==> src/rtl/mod_counter.sv <==
// Programmable modulo counter (free-run / one-shot) with registered tc, busy and done.
// Latency: outputs update one clk edge after the qualifying control; no backpressure, en simply gates counting.

module incrementor #(
    parameter int N = 4
) (
    input  logic [N-1:0] a,
    output logic [N-1:0] sum
);
    // Natural wrap: the carry out of the top bit is dropped.
    assign sum = a + {{(N-1){1'b0}}, 1'b1};
endmodule

module mod_counter #(
    parameter int N = 4
) (
    input  logic         clk,
    input  logic         rst,
    input  logic         start,
    input  logic         stop,
    input  logic         en,
    input  logic         mode,
    input  logic [N-1:0] load_val,
    input  logic [N-1:0] limit,
    output logic [N-1:0] count,
    output logic         tc,
    output logic         busy,
    output logic         done
);
    typedef enum logic [1:0] {
        S_IDLE = 2'd0,
        S_RUN  = 2'd1,
        S_DONE = 2'd2
    } state_t;

    state_t       state;
    logic [N-1:0] count_inc;

    incrementor #(.N(N)) u_inc (
        .a   (count),
        .sum (count_inc)
    );

    always_ff @(posedge clk or posedge rst) begin
        if (rst) begin
            state <= S_IDLE;
            count <= '0;
            tc    <= 1'b0;
            busy  <= 1'b0;
            done  <= 1'b0;
        end else begin
            tc <= 1'b0;
            if (stop) begin
                state <= S_IDLE;
                busy  <= 1'b0;
                done  <= 1'b0;
            end else if (start) begin
                // Restart from any state, including RUN and DONE.
                state <= S_RUN;
                count <= load_val;
                busy  <= 1'b1;
                done  <= 1'b0;
            end else begin
                case (state)
                    S_RUN: begin
                        if (en) begin
                            if (count == limit) begin
                                tc <= 1'b1;
                                if (mode) begin
                                    state <= S_DONE;
                                    busy  <= 1'b0;
                                    done  <= 1'b1;
                                end else begin
                                    count <= '0;
                                end
                            end else begin
                                count <= count_inc;
                            end
                        end
                    end
                    S_DONE: begin
                        busy <= 1'b0;
                        done <= 1'b1;
                    end
                    default: begin
                        state <= S_IDLE;
                        busy  <= 1'b0;
                        done  <= 1'b0;
                    end
                endcase
            end
        end
    end
endmodule

==> config.mk <==
export PLATFORM = sky130hd
export DESIGN_NAME = mod_counter
export DESIGN_NICKNAME = d
export VERILOG_FILES = /design/src/rtl/mod_counter.sv
export SDC_FILE = /design/constraint.sdc
export NUM_CORES = 1
export LEC_CHECK = 0
export CORE_MARGIN = 2
export CORE_UTILIZATION = 41
export DETAILED_ROUTE_END_ITERATION = 10
export GPL_TIMING_DRIVEN = 1
export PLACE_DENSITY = 0.76
export RECOVER_POWER = 50
export SYNTH_ARGS = -nofsm -noshare
export SYNTH_HDL_FRONTEND = slang
export SYNTH_SLANG_ARGS = --single-unit
==> constraint.sdc <==
create_clock -name clk -period 2.2 [get_ports clk]
set_input_delay 0.44 -clock clk [delete_from_list [all_inputs] [get_ports clk]]
set_output_delay 0.44 -clock clk [all_outputs]
set_load 0.05 [all_outputs]
-- Word-level counts from Yosys, hierarchy flattened
Index checks and enable logic that the tools add are counted.
- add/sub/neg operators: 1
- multiply operators: 0
- div/mod/pow operators: 0
- order comparisons: 0
- equal/unequal tests: 8
- shifts and indexed selects: 0
- multiplexer cells: 28
- bitwise operators: 1
- reduce and logical (&&, ||, !) cells: 5
- operators by type and width (operator ; number):
    2-to-1 mux 4 bit ; 5
    2-to-1 mux 1 bit ; 16
    != test 4 bit, second input constant ; 3
    2-to-1 mux 2 bit ; 5
    AND reduction 4 bit ; 2
    != test 3 bit, second input constant ; 2
    adder 4 x 1 -> 4 bit, second input constant ; 1
    equality test 4 bit ; 1
    case mux 2 bit (2 select lines) ; 1
    nonzero test 2 bit ; 2
    AND reduction 3 bit ; 1
    equality test 2 x 1 -> 1 bit, second input constant ; 1
    equality test 2 bit, second input constant ; 1
    case mux 1 bit (2 select lines) ; 1
    NOT 1 bit ; 1
- register bits: 9
- bits in latches: 0
- RAM bits: 0
- memory bits (read-only): 0
- input port bits: 14
- output and inout bits: 7
- word-level logic and storage cells: 48
- memories: 0

-- Depth between registers and ports, before layout
- word-level depth: 6
- depth in mapped cells: 6
- depth with buffers taken out: 6

-- By module
Synthesis repeated with hierarchy kept, for this count alone.
- cells, all modules: 58
- area, all modules: 570.5 sq um
- modules (own cells, without submodules) (module ; times used ; cells each ; area an instance (sq um) ; sequential area each (sq um)):
    mod_counter ; 1 ; 53 ; 526.8 ; 225.2
    incrementor ; 1 ; 5 ; 43.8 ; 0.0

-- Worst setup path before layout
OpenSTA, ideal clock, no wires.
- kind: register to register
- start: register count[0]
- end: register count[0]
- setup time: 0.127 ns
- arrival: 1.702 ns
- data required time: 2.073 ns
- setup slack: 0.371 ns
- stages on the path, launching flop included: 6
- path buffers: 0
- clock period less this slack: 1.829 ns
- path through: dfrtp_1 -> xor2_1 -> nor4_4 -> a311o_4 -> a221oi_2 -> a21oi_1
- word-level cells in the longest chain between the ends: 5
- elaborated cells between the ends (all ways): 8
- classes of those cells: add/sub: 1; eq/ne: 2; mux: 4; reduce/logical: 1
- ends and longest elaborated chain (item ; line ; text):
    start: declaration ; 25 ; output logic [N-1:0] count,
    start signal: assignment ; 60 ; count <= load_val;
    start signal: assignment ; 77 ; count <= count_inc;
    adder 4 x 1 -> 4 bit or equality test 4 bit (tied branches) ; 11, 67 ;
    2-to-1 mux 4 bit ; 67 ; if (count == limit) begin
    2-to-1 mux 4 bit ; 66 ; if (en) begin
    2-to-1 mux 4 bit ; 64 ; case (state)
    2-to-1 mux 4 bit ; 57 ; end else if (start) begin
Several ways; a longest one is shown, not always the timed one. The select of a mux whose other input is x is not followed.
A chain may end at the register's enable or synchronous reset.

-- Worst setup path in the final report
- start: register count[0]
- end: output count[0]
No word-level cell between the ends.

==> metrics.yaml <==
cpMaxStageDelayCell: "clkdlybuf4s50_1"
drive_gt1_share_pct: 11.39
io_buffers: 20
initial_core_util_pct: 43.20
cp.buffers_inverters: 1
slowest_delay_ns: 0.84
async_reset_ff_share_pct: 100.0
ios: 21
max_slew_margin_pct: 66.94
cts_tree: "yes"
syn_area_per_cell_um2: 9.964
postCtsSetupRepairBufs: 0
core_mm2: 0.001269
p_leak_uw: 0.0003488
rsz0062_at_grt: "no"
critical_path_class: "flip-flop to primary output"
yosysSeqAreaShare_pct: 41.10
groute.layer.met3.usage_pct: 6.667
syn-num-nets: 72
rr_worst_depth: 5
grt_antenna_before_repair: 0
num_rows: 13
initialDrtViolationCount: 7
post_dp_cell_area_um2: 770.7
cts_root_buf: "clkbuf_4"
ys.flop_type: "dfrtp_1"
seqCellArea_um2: 225.2
cts.htree.levels: 1
post_cts_resized: 0
min_period_ns: 1.979
grt_use_total_pct: 19.15
yosysMostFrequentCell: "dfrtp_1"
crit_arrival_ns: 1.54
post-route-cell-area_um2: 797.0
post_drt_wl_per_cell_um: 13.35
gp_congestion: 0.7962
synth_top_area_share_pct: 41.10
power-per-cell-area_mw_per_mm2: 742.7
first_pass_iters: 4
yosys.area.top_type: "dfrtp_1"
timing.final.crit_share_pct: 89.94
peakVddDrop_uv: 351.7
globalRoute.busiestLayer: "met2"
hold_viol: 0
worstSetupEndpointType: "primary output"
syn_to_final_growth_pct: 45.43
clk_pin_slew_worst_paths_ns: 0.06
die_area_mm2: 0.001645
fill_cells: 120
holdPathStages: 2
hold_class: "flip-flop to flip-flop"
synth_area_leaders: "dfrtp_1 41%, ha_1 6.8%, a21oi_1 6.4%, xor2_1 6.4%, inv_1 5.5%"
outcome: "complete, no violations"
finalWirelength_mm: 1.255
drc: 0
crit_family: "buffers and inverters"
fmax_ghz: 0.5054
path_cells: "clkdlybuf4s50_1"
clk_path_buf_depth: 2
power_uw: 591.9
skew_ns: 0.008418
grt_pass1_vias: 467
setup_violations: 0
vias: 498
grt_first_pass_wirelength_mm: 1.945
synth_edf_count: 0
synth_common_cells: "9 x dfrtp_1, 8 x inv_1, 7 x a21oi_1, 4 x xor2_1"
dieWidth_um: 40.56
max_cap_violations: 0
numCtsBuffers: 3
slew_violations: 0
clk_latency_ns: 0.27
met2_usage_pct: 31.75
clock_sinks: 9
grt_max_degree: 11
worstMarginPinSlew_ns: 0.4943
grt_overflow: 0
crit_required_ns: 1.76
via_per_inst: 5.298
grt_use_met1_pct: 20.61
tns_ns: 0
die_h_um: 40.56
crit_cells: 1
multi_input_area_um2: 289.0
start_kind: "flip-flop"
cts_hold_buf: 0
worstPathMaxFanout: 5
postRouteAntennaNets: 0
ys_ff_latch: 9
nNetsFinal: 97
ys_warn_count: 0
whs_ns: 0.5145
synth.cell_area_um2: 548.0
synthCells: 55
ys_types: 23
place_hpwl_um: 988.9
antennaDiodeCount: 0
## cell families after synthesis
logic type / count (synthesis) / synth area share [%]
AOI/OAI and AO/OA: 19 / 25.57
xor gates and xnor gates: 4 / 6.392
adders and majority gates: 3 / 6.850
buffers and inverters: 9 / 6.164
DFF: 9 / 41.10
and+or+nand+nor: 11 / 13.93
## registers in the layout, indices dropped and copies added, names as in the netlist
signal	count
count	4
done	1
busy	1
tc	1
state	2
## worst paths after layout
path | startpoint | end | slack, ns
worst max-delay path | count[0] | count[0] | 0.22
worst min-delay path | done | done | 0.51
worst max register to register | count[1] | state[0] | 0.42
worst min register to register | done | done | 0.51
max in group asynchronous | rst | done | 1.36
min in group asynchronous | rst | count[2] | 0.58
## layout make-up
class	instances	area share, %
Inverter	8	3.768
Tap cell	15	2.355
Clock buffer	4	3.297
Timing Repair Buffer	21	26.06
Sequential cell	9	28.26
Multi-Input combinational cell	37	36.26
## report_power, final
part | leakage (uW) | internal, uW | switching [uW]
Clock | 0.0000150 | 70.1 | 60.5
Combinational | 0.000218 | 94.7 | 151
Sequential | 0.000116 | 187 | 29.3
## routing by layer
metal  up-vias  share of wire (%)
met2        16                 50
met3         4                5.1
met5         -                  0
met1       228                 43
met4         0                1.8
li1        250                  -
## layout by cell type, fill, tap and decap left out, drive strengths merged, types with 2 or more instances in the layout
cell / count
nor2: 3
clkbuf: 4
dlygate4sd3: 2
dfrtp: 9
a21oi: 7
ha: 3
nand3: 2
nor4: 2
o21ai: 5
xor2: 4
inv: 8
clkdlybuf4s50: 18
## per-stage QoR
step                      setup WS (ns)  std cells  util (%)
after floorplan                  0.3710         55         -
after global placement           0.1040         90     60.75
after detailed placement        0.04862         90     60.75
after CTS                        0.2122         94     62.82
after global routing             0.1795         94     62.82
final                            0.2214         94     62.82
(Power assumes the default switching activity.)
